### src/rtl/ctrl_pipe_stage.sv
// ctrl_pipe_stage: elastic pipeline for packed control words.
// STAGES register slots, each with its own valid bit. Slot 0 is the youngest
// and slot STAGES-1 drives the output. Valid/ready handshakes are used on both
// sides. Bubbles collapse toward the output, and a global flush kills every
// in-flight word. The per-slot taps feed the hazard/forwarding unit.
module ctrl_pipe_stage #(
    parameter int WIDTH  = 12,
    parameter int STAGES = 3,
    localparam int CW    = $clog2(STAGES + 1)
) (
    input  logic                      clk,
    input  logic                      rst,
    input  logic                      flush,
    input  logic                      in_valid,
    output logic                      in_ready,
    input  logic [WIDTH-1:0]          in_ctrl,
    output logic                      out_valid,
    input  logic                      out_ready,
    output logic [WIDTH-1:0]          out_ctrl,
    output logic [STAGES-1:0]         stage_valid,
    output logic [STAGES*WIDTH-1:0]   stage_ctrl,
    output logic [CW-1:0]             count
);

    logic [STAGES-1:0]            v;
    logic [STAGES-1:0]            rdy;
    logic [STAGES-1:0]            v_in;
    logic [STAGES-1:0][WIDTH-1:0] d;
    logic [STAGES-1:0][WIDTH-1:0] d_in;
    logic                         in_fire;
    logic                         out_fire;

    // Ready chain in flattened form. Slot i can advance when out_ready is high,
    // or when some slot from i up to the output is empty. This expansion equals
    // rdy[i] = !v[i] | rdy[i+1], but it has no self-referencing bit chain.
    always_comb begin
        rdy = '0;
        for (int i = 0; i < STAGES; i++) begin
            rdy[i] = out_ready | ((v >> i) != ({STAGES{1'b1}} >> i));
        end
    end

    assign in_ready  = rdy[0] & !flush;
    assign in_fire   = in_valid & in_ready;
    assign out_valid = v[STAGES-1] & !flush;
    assign out_fire  = out_valid & out_ready;

    // Source of each slot. Slot 0 takes the upstream word.
    // Every other slot takes the word from the slot behind it.
    always_comb begin
        v_in    = '0;
        d_in    = '0;
        v_in[0] = in_fire;
        d_in[0] = in_ctrl;
        for (int i = 1; i < STAGES; i++) begin
            v_in[i] = v[i-1];
            d_in[i] = d[i-1];
        end
    end

    // Valid bits: a slot advances when ready, and flush empties every slot.
    always_ff @(posedge clk or posedge rst) begin
        if (rst) begin
            v <= '0;
        end else if (flush) begin
            v <= '0;
        end else begin
            for (int i = 0; i < STAGES; i++) begin
                if (rdy[i]) begin
                    v[i] <= v_in[i];
                end
            end
        end
    end

    // Data registers load only real words.
    // On a bubble or a flush a slot keeps its stale data.
    always_ff @(posedge clk or posedge rst) begin
        if (rst) begin
            d <= '0;
        end else if (!flush) begin
            for (int i = 0; i < STAGES; i++) begin
                if (rdy[i] && v_in[i]) begin
                    d[i] <= d_in[i];
                end
            end
        end
    end

    // Occupancy counter, kept equal to the number of set valid bits.
    always_ff @(posedge clk or posedge rst) begin
        if (rst) begin
            count <= '0;
        end else if (flush) begin
            count <= '0;
        end else begin
            count <= count + CW'(in_fire) - CW'(out_fire);
        end
    end

    assign out_ctrl    = d[STAGES-1];
    assign stage_valid = v;
    assign stage_ctrl  = d;

endmodule

### config.mk
export PLATFORM = sky130hd
export DESIGN_NAME = ctrl_pipe_stage
export DESIGN_NICKNAME = d
export VERILOG_FILES = /design/src/rtl/ctrl_pipe_stage.sv
export SDC_FILE = /design/constraint.sdc
export NUM_CORES = 1
export LEC_CHECK = 0
export ABC_AREA = 1
export BUFFER_PORTS_ARGS = -buffer_cell sky130_fd_sc_hd__buf_2
export CELL_PAD_IN_SITES_DETAIL_PLACEMENT = 0
export CELL_PAD_IN_SITES_GLOBAL_PLACEMENT = 1
export CORE_MARGIN = 3
export CORE_UTILIZATION = 24
export CTS_BUF_LIST = sky130_fd_sc_hd__clkbuf_4 sky130_fd_sc_hd__clkbuf_8 sky130_fd_sc_hd__clkbuf_16
export DETAILED_ROUTE_END_ITERATION = 10
export PLACE_DENSITY_LB_ADDON = 0.1
export SKIP_LAST_GASP = 1
export SLEW_MARGIN = 25
export SYNTH_ARGS = -nofsm -noshare
export SYNTH_HDL_FRONTEND = slang
export SYNTH_SLANG_ARGS = --single-unit
### constraint.sdc
create_clock -name clk -period 2.48 [get_ports clk]
set_input_delay 0.744 -clock clk [delete_from_list [all_inputs] [get_ports clk]]
set_output_delay 0.744 -clock clk [all_outputs]
set_load 0.05 [all_outputs]
==> results of run 1 <==
layout make-up:
class	instances	area [um2]	area share, %
Multi-Input combinational cell	104	546	23.7
Clock buffer	5	68.8	2.99
Clock inverter	3	46.3	2.01
Tap cell	99	124	5.39
Sequential cell	41	1030	44.6
Inverter	31	119	5.17
Timing Repair Buffer	73	370	16.1
registers in the layout, indices dropped and copies added, names as in the netlist:
name and flops:
count 2, out_ctrl 12, stage_ctrl 24, stage_valid 3
per-layer routing:
metal | vias up | GRT usage (%) | wire (um)
met1 | 612 | 14.3 | 2190
met4 | 0 | 3.97 | 57
met3 | 6 | 3.29 | 276
met2 | 51 | 13.5 | 1760
met5 | - | 0 | 0
li1 | 727 | - | -
power groups by stage:
stage	logic (mW)	clock network, mW	registers, mW
final	0.911	0.546	0.873
after global routing	0.966	0.598	0.892
after CTS	0.921	0.577	0.877
after detailed placement	0.920	0	0.890
after global placement	0.922	0	0.885
after floorplan	0.382	0	1.27
cells in the final DEF, fill, tap and decap left out:
cell type / netlist / final
buf_2: 2 / 71
nand2_1: 51 / 51
dfrtp_1: 41 / 41
inv_1: 30 / 29
o21ai_0: 19 / 19
nand4_1: 12 / 12
o21ai_1: 8 / 8
clkbuf_8: 0 / 5
nor2_1: 5 / 4
nand3_4: 3 / 3
ha_1: 2 / 2
buf_4: 12 / 2
nand3_2: 1 / 1
inv_4: 1 / 1
nand4_4: 1 / 1
nor3_1: 1 / 1
nor2_2: 0 / 1
xor2_1: 1 / 1
inv_2: 0 / 1
clkinvlp_4: 0 / 1
clkinv_4: 0 / 1
bufinv_16: 0 / 1
critical path, cell delays in order:
cell     delay, ns
buf_2         0.09
inv_1         0.14
nand4_4       0.10
inv_1         0.09
nor2_2        0.03
buf_2         0.21
path summary, 6_finish.rpt:
kind / from / to / slack [ns] / depth (start not counted)
min: out_ctrl[8] / out_ctrl[8] / 0.50 / 2
max in group asynchronous: rst / out_ctrl[11] / 1.54 / 3
max reg2reg: stage_valid[1] / count[0] / 0.70 / 8
min in group asynchronous: rst / stage_ctrl[3] / 0.56 / 3
min reg2reg: out_ctrl[8] / out_ctrl[8] / 0.50 / 2
max: out_ready / in_ready / 0.34 / 6
logic make-up (layout without fill, tap and decap cells):
family / after synthesis / in the layout / share of synthesized area (%)
simple gates: 74 / 74 / 20.2
xor+xnor: 1 / 1 / 0.474
fa+ha+maj: 2 / 2 / 1.35
compound gates: 27 / 27 / 7.31
buf+inv: 51 / 112 / 15.1
flops: 41 / 41 / 55.5
==> reports/metrics.cfg, run 1 <==
[synth]
postSynthAreaPerCell_um2=9.43
synth_seq_cells=41
syn-num-nets=215
syn_inst=196
ys_top_cells_by_count=51 x nand2_1, 41 x dfrtp_1, 30 x inv_1
ys_warn_count=0
syn_area_mm2=0.00185
async_flop_share_pct=100
synth.distinct_cells=18
ys_top_cells_by_area=dfrtp_1 56%, nand2_1 10%, inv_1 6.1%
synth_top_area_share_pct=55.5
synth_top_flop_cell=dfrtp_1
synth_most_common_cell=nand2_1
yosysSeqAreaShare_pct=55.5
synth_top_cell_by_area=dfrtp_1
synth-edff-count=0

[pwr]
netSwitchingFraction_pct=46.0
internal_power_mw=1.26
p_leak_nw=1.28
power_frac_seq_pct=37.5
power_switching_mw=1.07
powerDensity_mw_per_mm2=1010
vdd_ir_drop_max_uv=234
pwr-share-comb_pct=39.1
p_clk_share_pct=23.5
power_mw=2.33

[floorplanning]
initial_core_util_pct=25.1
io_pins=72
die-area_mm2=0.00879
fp.coreArea_mm2=0.00737
placement_rows=31
die_w_um=93.8
die_y_um=93.8

[run_status]
status=completed

[sta]
fin_skew_ns=0.00626
finalSetupTns_ns=0
slew_headroom_pct=64.2
hold_viol=0
finalWorstSetupSlack_ns=0.337
grt_setup_unrepaired=no
slew_violations=0
period_share_pct=86.4
period_minus_slack_ns=2.14
fin_hold_ws_ns=0.501
worstMarginPinSlew_ns=0.537
fmax_ghz=0.467
setup_violations=0

[place]
dp_cells=348
io_buffers=71
gp_congestion=0.720
place_ws_ns=0.289
dpl.hpwl_um=3160
dpl_cell_area_mm2=0.00218

[setup_path]
criticalPathCategory=in2out
critPathArrivalTime_ns=1.40
start_kind=input pin
worst-path-max-fanout=4
cp.required_ns=1.74
end_kind=output port

[grt]
first_global_vias=1266
track_usage_pct=9.93
grt_first_pass_wirelength_um=6740
grt_start_max_net_pins=42
grt_antenna_before_repair=0
globalRoute.totalOverflow=0

[clocking]
clkLatencyLatePin_ns=0.29
numCtsBuffers=5
cts_sinks=41
clockBufferDepth=2
post_cts_buffers=0
tritoncts=done
cts_resized=0
clock-root-buffer=clkbuf_8
hold_buffers=0
htree_num_levels=2
clkSlewWorstSetupHoldPaths_ns=0.08

[cells_and_area]
area_delta_synth_final_pct=24.4
nets=275
antennaDiodeCount=0
post-route-util_pct=31.2
design_area_mm2=0.00230
num-fill-cells=831
fin_cells=356
final_layout_size_suffix_gt1_share_pct=34.6

[routing]
vias=1396
ant_nets=0
routed_wl_um=4280
wl_per_cell_um=12.0
drtIter0Drc=50
first_pass_iters=4
drcViolationCount=0
routed_via_density=3.92

[flow_run]
cap_violations=0

[min_path]
worstHoldPathType=reg2reg

Power figures use the tool's default switching activity.
==> inputs of run 2 (changes only) <==
--- a/config.mk
+++ b/config.mk
@@ -13,6 +13,7 @@
 export CORE_UTILIZATION = 24
 export CTS_BUF_LIST = sky130_fd_sc_hd__clkbuf_4 sky130_fd_sc_hd__clkbuf_8 sky130_fd_sc_hd__clkbuf_16
 export DETAILED_ROUTE_END_ITERATION = 10
+export MAX_ROUTING_LAYER = met4
 export PLACE_DENSITY_LB_ADDON = 0.1
 export SKIP_LAST_GASP = 1
 export SLEW_MARGIN = 25
==> reports/metrics.cfg, run 2 (synthesis gave the netlist of run 1 again) <==
[floorplanning]
die-area_mm2=0.00879
io_pins=72
die_y_um=93.8
fp.coreArea_mm2=0.00737
die_w_um=93.8
initial_core_util_pct=25.1
placement_rows=31

[routing]
wl_per_cell_um=12.0
first_pass_iters=4
ant_nets=0
vias=1394
drcViolationCount=0
routed_wl_um=4280
routed_via_density=3.92
drtIter0Drc=59

[place]
gp_congestion=0.728
dpl.hpwl_um=3160
io_buffers=71

[grt]
grt_first_pass_wirelength_um=6740
track_usage_pct=10.3
grt_antenna_before_repair=0
grt_start_max_net_pins=42
first_global_vias=1267
globalRoute.totalOverflow=0

[sta]
fmax_ghz=0.467
grt_setup_unrepaired=no
period_share_pct=86.4
fin_hold_ws_ns=0.501
slew_headroom_pct=64.2
worstMarginPinSlew_ns=0.537
period_minus_slack_ns=2.14
setup_violations=0
slew_violations=0
fin_skew_ns=0.00627
hold_viol=0
finalSetupTns_ns=0

[cells_and_area]
final_layout_size_suffix_gt1_share_pct=34.6
post-route-util_pct=31.2
ff_latch_area_mm2=0.00103
area_delta_synth_final_pct=24.4
final_common_cell=buf_2
multiInputGateArea_um2=546
num-fill-cells=831
nets=275
largest_register_ffs=24
antennaDiodeCount=0
layout_common_cells=71 x buf_2, 51 x nand2_1, 41 x dfrtp_1

[pwr]
p_leak_nw=1.28
power_frac_seq_pct=37.5
powerDensity_mw_per_mm2=1010
internal_power_mw=1.26
power_mw=2.33
power_switching_mw=1.07
vdd_ir_drop_max_uv=234
pwr-share-comb_pct=39.1
netSwitchingFraction_pct=46.0
p_clk_share_pct=23.4

[setup_path]
reg2reg_from=stage_valid[1]
cp_cell_sequence=buf_2, inv_1, nand4_4, inv_1, nor2_2, buf_2
cp-startpoint=out_ready
cp.required_ns=1.74
end_kind=output port
critPathArrivalTime_ns=1.40
cpPeakStageDelay_ns=0.21
start_kind=input pin
critical_path.endpoint=in_ready
criticalPathCategory=in2out
rrSetupSlack_ns=0.70
worst-path-max-fanout=4
r2r-end=count[0]
critPathSlowestCell=buf_2
r2r.worst_path.cells=8

[clocking]
htree_num_levels=2
hold_buffers=0
cts_resized=0
clkLatencyLatePin_ns=0.29
clkSlewWorstSetupHoldPaths_ns=0.08
clock-root-buffer=clkbuf_8
clockBufferDepth=2
numCtsBuffers=5
tritoncts=done
cts_sinks=41
post_cts_buffers=0

[flow_run]
cap_violations=0

[run_status]
status=completed

[min_path]
worstHoldPathType=reg2reg

[run 2: cell counts in the layout (fill, tap and decap cells not counted)]
Identical to the previous run, type by type.
[run 2: final cells by class]
class                      instances  share of cell area (%)
tap                               99                    5.39
timing repair buffer              73                    16.1
multi-input combinational        104                    23.7
clock buffer                       5                    2.99
inverter                          31                    5.17
clock inverter                     3                    2.01
sequential                        41                    44.6
[run 2: through the flow]
step / cells / setup slack, ns / area [um2]
CTS: 356 / 0.334 / 2300
global route: 356 / 0.270 / 2300
floorplan: 196 / 0.144 / 1850
global placement: 348 / 0.270 / 2180
detailed placement: 348 / 0.289 / 2180
finish: 356 / 0.337 / 2300
[run 2: power by group through the flow]
stage / registers, mW / clock network, mW / logic [mW]
after CTS: 0.877 / 0.577 / 0.921
after global placement: 0.885 / 0 / 0.922
final: 0.873 / 0.546 / 0.911
after detailed placement: 0.890 / 0 / 0.920
after global routing: 0.892 / 0.600 / 0.966
after floorplan: 1.27 / 0 / 0.382
[run 2: critical path, delay by kind of cell]
kind / cells / cell delay [ns]
AND/OR/NAND/NOR: 2 / 0.13
buffers and inverters: 4 / 0.53
[run 2: worst min path at each step]
stage	from	endpoint	cells past startpoint
3_3_place_gp	out_ctrl[6]	out_ctrl[6]	2
2_1_floorplan	stage_ctrl[6]	stage_ctrl[18]	2
4_1_cts	stage_ctrl[5]	stage_ctrl[5]	2
3_5_place_dp	stage_ctrl[5]	stage_ctrl[5]	2
6_report	out_ctrl[8]	out_ctrl[8]	2
5_1_grt	stage_ctrl[20]	stage_ctrl[20]	2
[run 2: routing by layer]
layer  track usage (%)  wire (um)  part of all wire (%)  up-vias
li1                  -          -                     -      727
met1              14.6       2230                    52      612
met2              13.5       1760                    41       51
met3              2.96        229                   5.4        4
met4              3.97         50                   1.2        0
met5                 -          0                     0        -
==> inputs of run 3 (changes only) <==
--- a/config.mk
+++ b/config.mk
@@ -15,6 +15,7 @@
 export DETAILED_ROUTE_END_ITERATION = 10
 export MAX_ROUTING_LAYER = met4
 export PLACE_DENSITY_LB_ADDON = 0.1
+export REMOVE_ABC_BUFFERS = 1
 export SKIP_LAST_GASP = 1
 export SLEW_MARGIN = 25
 export SYNTH_ARGS = -nofsm -noshare
==> reports/metrics.cfg, run 3 (synthesis gave the netlist of run 1 again) <==
[run_status]
status=completed

[setup_path]
critPathSlowestCell=buf_2
r2r-end=count[0]
r2r.worst_path.cells=8
cp_cell_sequence=buf_2, inv_1, nand4_4, inv_1, nor2_1, buf_2
cp.required_ns=1.74
start_kind=input pin
reg2reg_from=stage_valid[2]
critPathArrivalTime_ns=1.37
rrSetupSlack_ns=0.84
end_kind=output port
cpPeakStageDelay_ns=0.21
crit_buf_inv=4
worst-path-max-fanout=4
critPathTopFamily=buffers and inverters
criticalPathCategory=in2out

[grt]
first_global_vias=1374
globalRoute.totalOverflow=0
grt_antenna_before_repair=0
grt_first_pass_wirelength_um=7310
track_usage_pct=11.2
grt_start_max_net_pins=26

[cells_and_area]
layout_common_cells=71 x buf_2, 51 x nand2_1, 41 x dfrtp_1
largest_register_ffs=24
final_common_cell=buf_2
nets=276
num-fill-cells=820
fin_cells=356
final_layout_size_suffix_gt1_share_pct=34.2
area_delta_synth_final_pct=23.4
antennaDiodeCount=0
post-route-util_pct=30.9

[sta]
fin_skew_ns=0.00297
period_share_pct=85.1
slew_violations=0
fin_hold_ws_ns=0.484
slew_headroom_pct=64.6
fmax_ghz=0.474
finalSetupTns_ns=0
setup_violations=0
hold_viol=0
grt_setup_unrepaired=no
period_minus_slack_ns=2.11
worstMarginPinSlew_ns=0.531

[routing]
routed_via_density=3.92
routed_wl_um=4340
first_pass_iters=4
vias=1395
ant_nets=0
drcViolationCount=0
drtIter0Drc=38
wl_per_cell_um=12.2

[place]
dp_cells=349
gp_congestion=0.703
io_buffers=71
dpl.hpwl_um=3110

[pwr]
p_leak_nw=1.27
vdd_ir_drop_max_uv=211
powerDensity_mw_per_mm2=980
power_mw=2.23

[floorplanning]
initial_core_util_pct=25.1
fp.coreArea_mm2=0.00737
die_w_um=93.8
placement_rows=31
die-area_mm2=0.00879
io_pins=72
die_y_um=93.8

[clocking]
clock-root-buffer=clkbuf_8
tritoncts=done
clkLatencyLatePin_ns=0.29
clkSlewWorstSetupHoldPaths_ns=0.08
clockBufferDepth=2
htree_num_levels=2
cts_resized=0
post_cts_buffers=0
numCtsBuffers=5
cts_sinks=41
hold_buffers=0

[flow_run]
cap_violations=0

[min_path]
worstHoldPathType=in2async

==> run 3: metal layers <==
layer  vias up  wire length [um]  track usage (%)
met3         6               221             2.80
li1        729                 -                -
met2        43              1980             16.6
met5         -                 0                -
met4         0                65             3.97
met1       617              2060             14.8
==> run 3: layout make-up <==
| type | count | area, um2 | share of cell area (%) |
|---|---|---|---|
| Clock buffer | 7 | 90.1 | 3.95 |
| Inverter | 31 | 119 | 5.21 |
| Multi-Input combinational cell | 104 | 543 | 23.8 |
| Sequential cell | 41 | 1030 | 45.0 |
| Tap cell | 99 | 124 | 5.43 |
| Timing Repair Buffer | 74 | 378 | 16.6 |
==> run 3: report_power, final <==
group          leakage [nW]  switching, mW  internal (mW)  total (mW)
registers             0.527         0.0849          0.780       0.865
logic                 0.699          0.734          0.178       0.912
clock network        0.0477          0.224          0.232       0.456
==> run 3: worst max path at each step <==
stage                   start  endpoint  slack (ns)  cells past startpoint
global route        out_ready  in_ready        0.30                      6
floorplan           out_ready  in_ready        0.07                      4
detailed placement  out_ready  in_ready        0.37                      6
CTS                 out_ready  in_ready        0.36                      6
finish              out_ready  in_ready        0.37                      6
global placement    out_ready  in_ready        0.36                      6
==> run 3: through the flow <==
step | cell area (um2) | setup WS (ns)
5_1_grt | 2280 | 0.300
6_report | 2280 | 0.369
2_1_floorplan | 1690 | 0.0652
3_5_place_dp | 2190 | 0.368
4_1_cts | 2280 | 0.364
3_3_place_gp | 2190 | 0.363
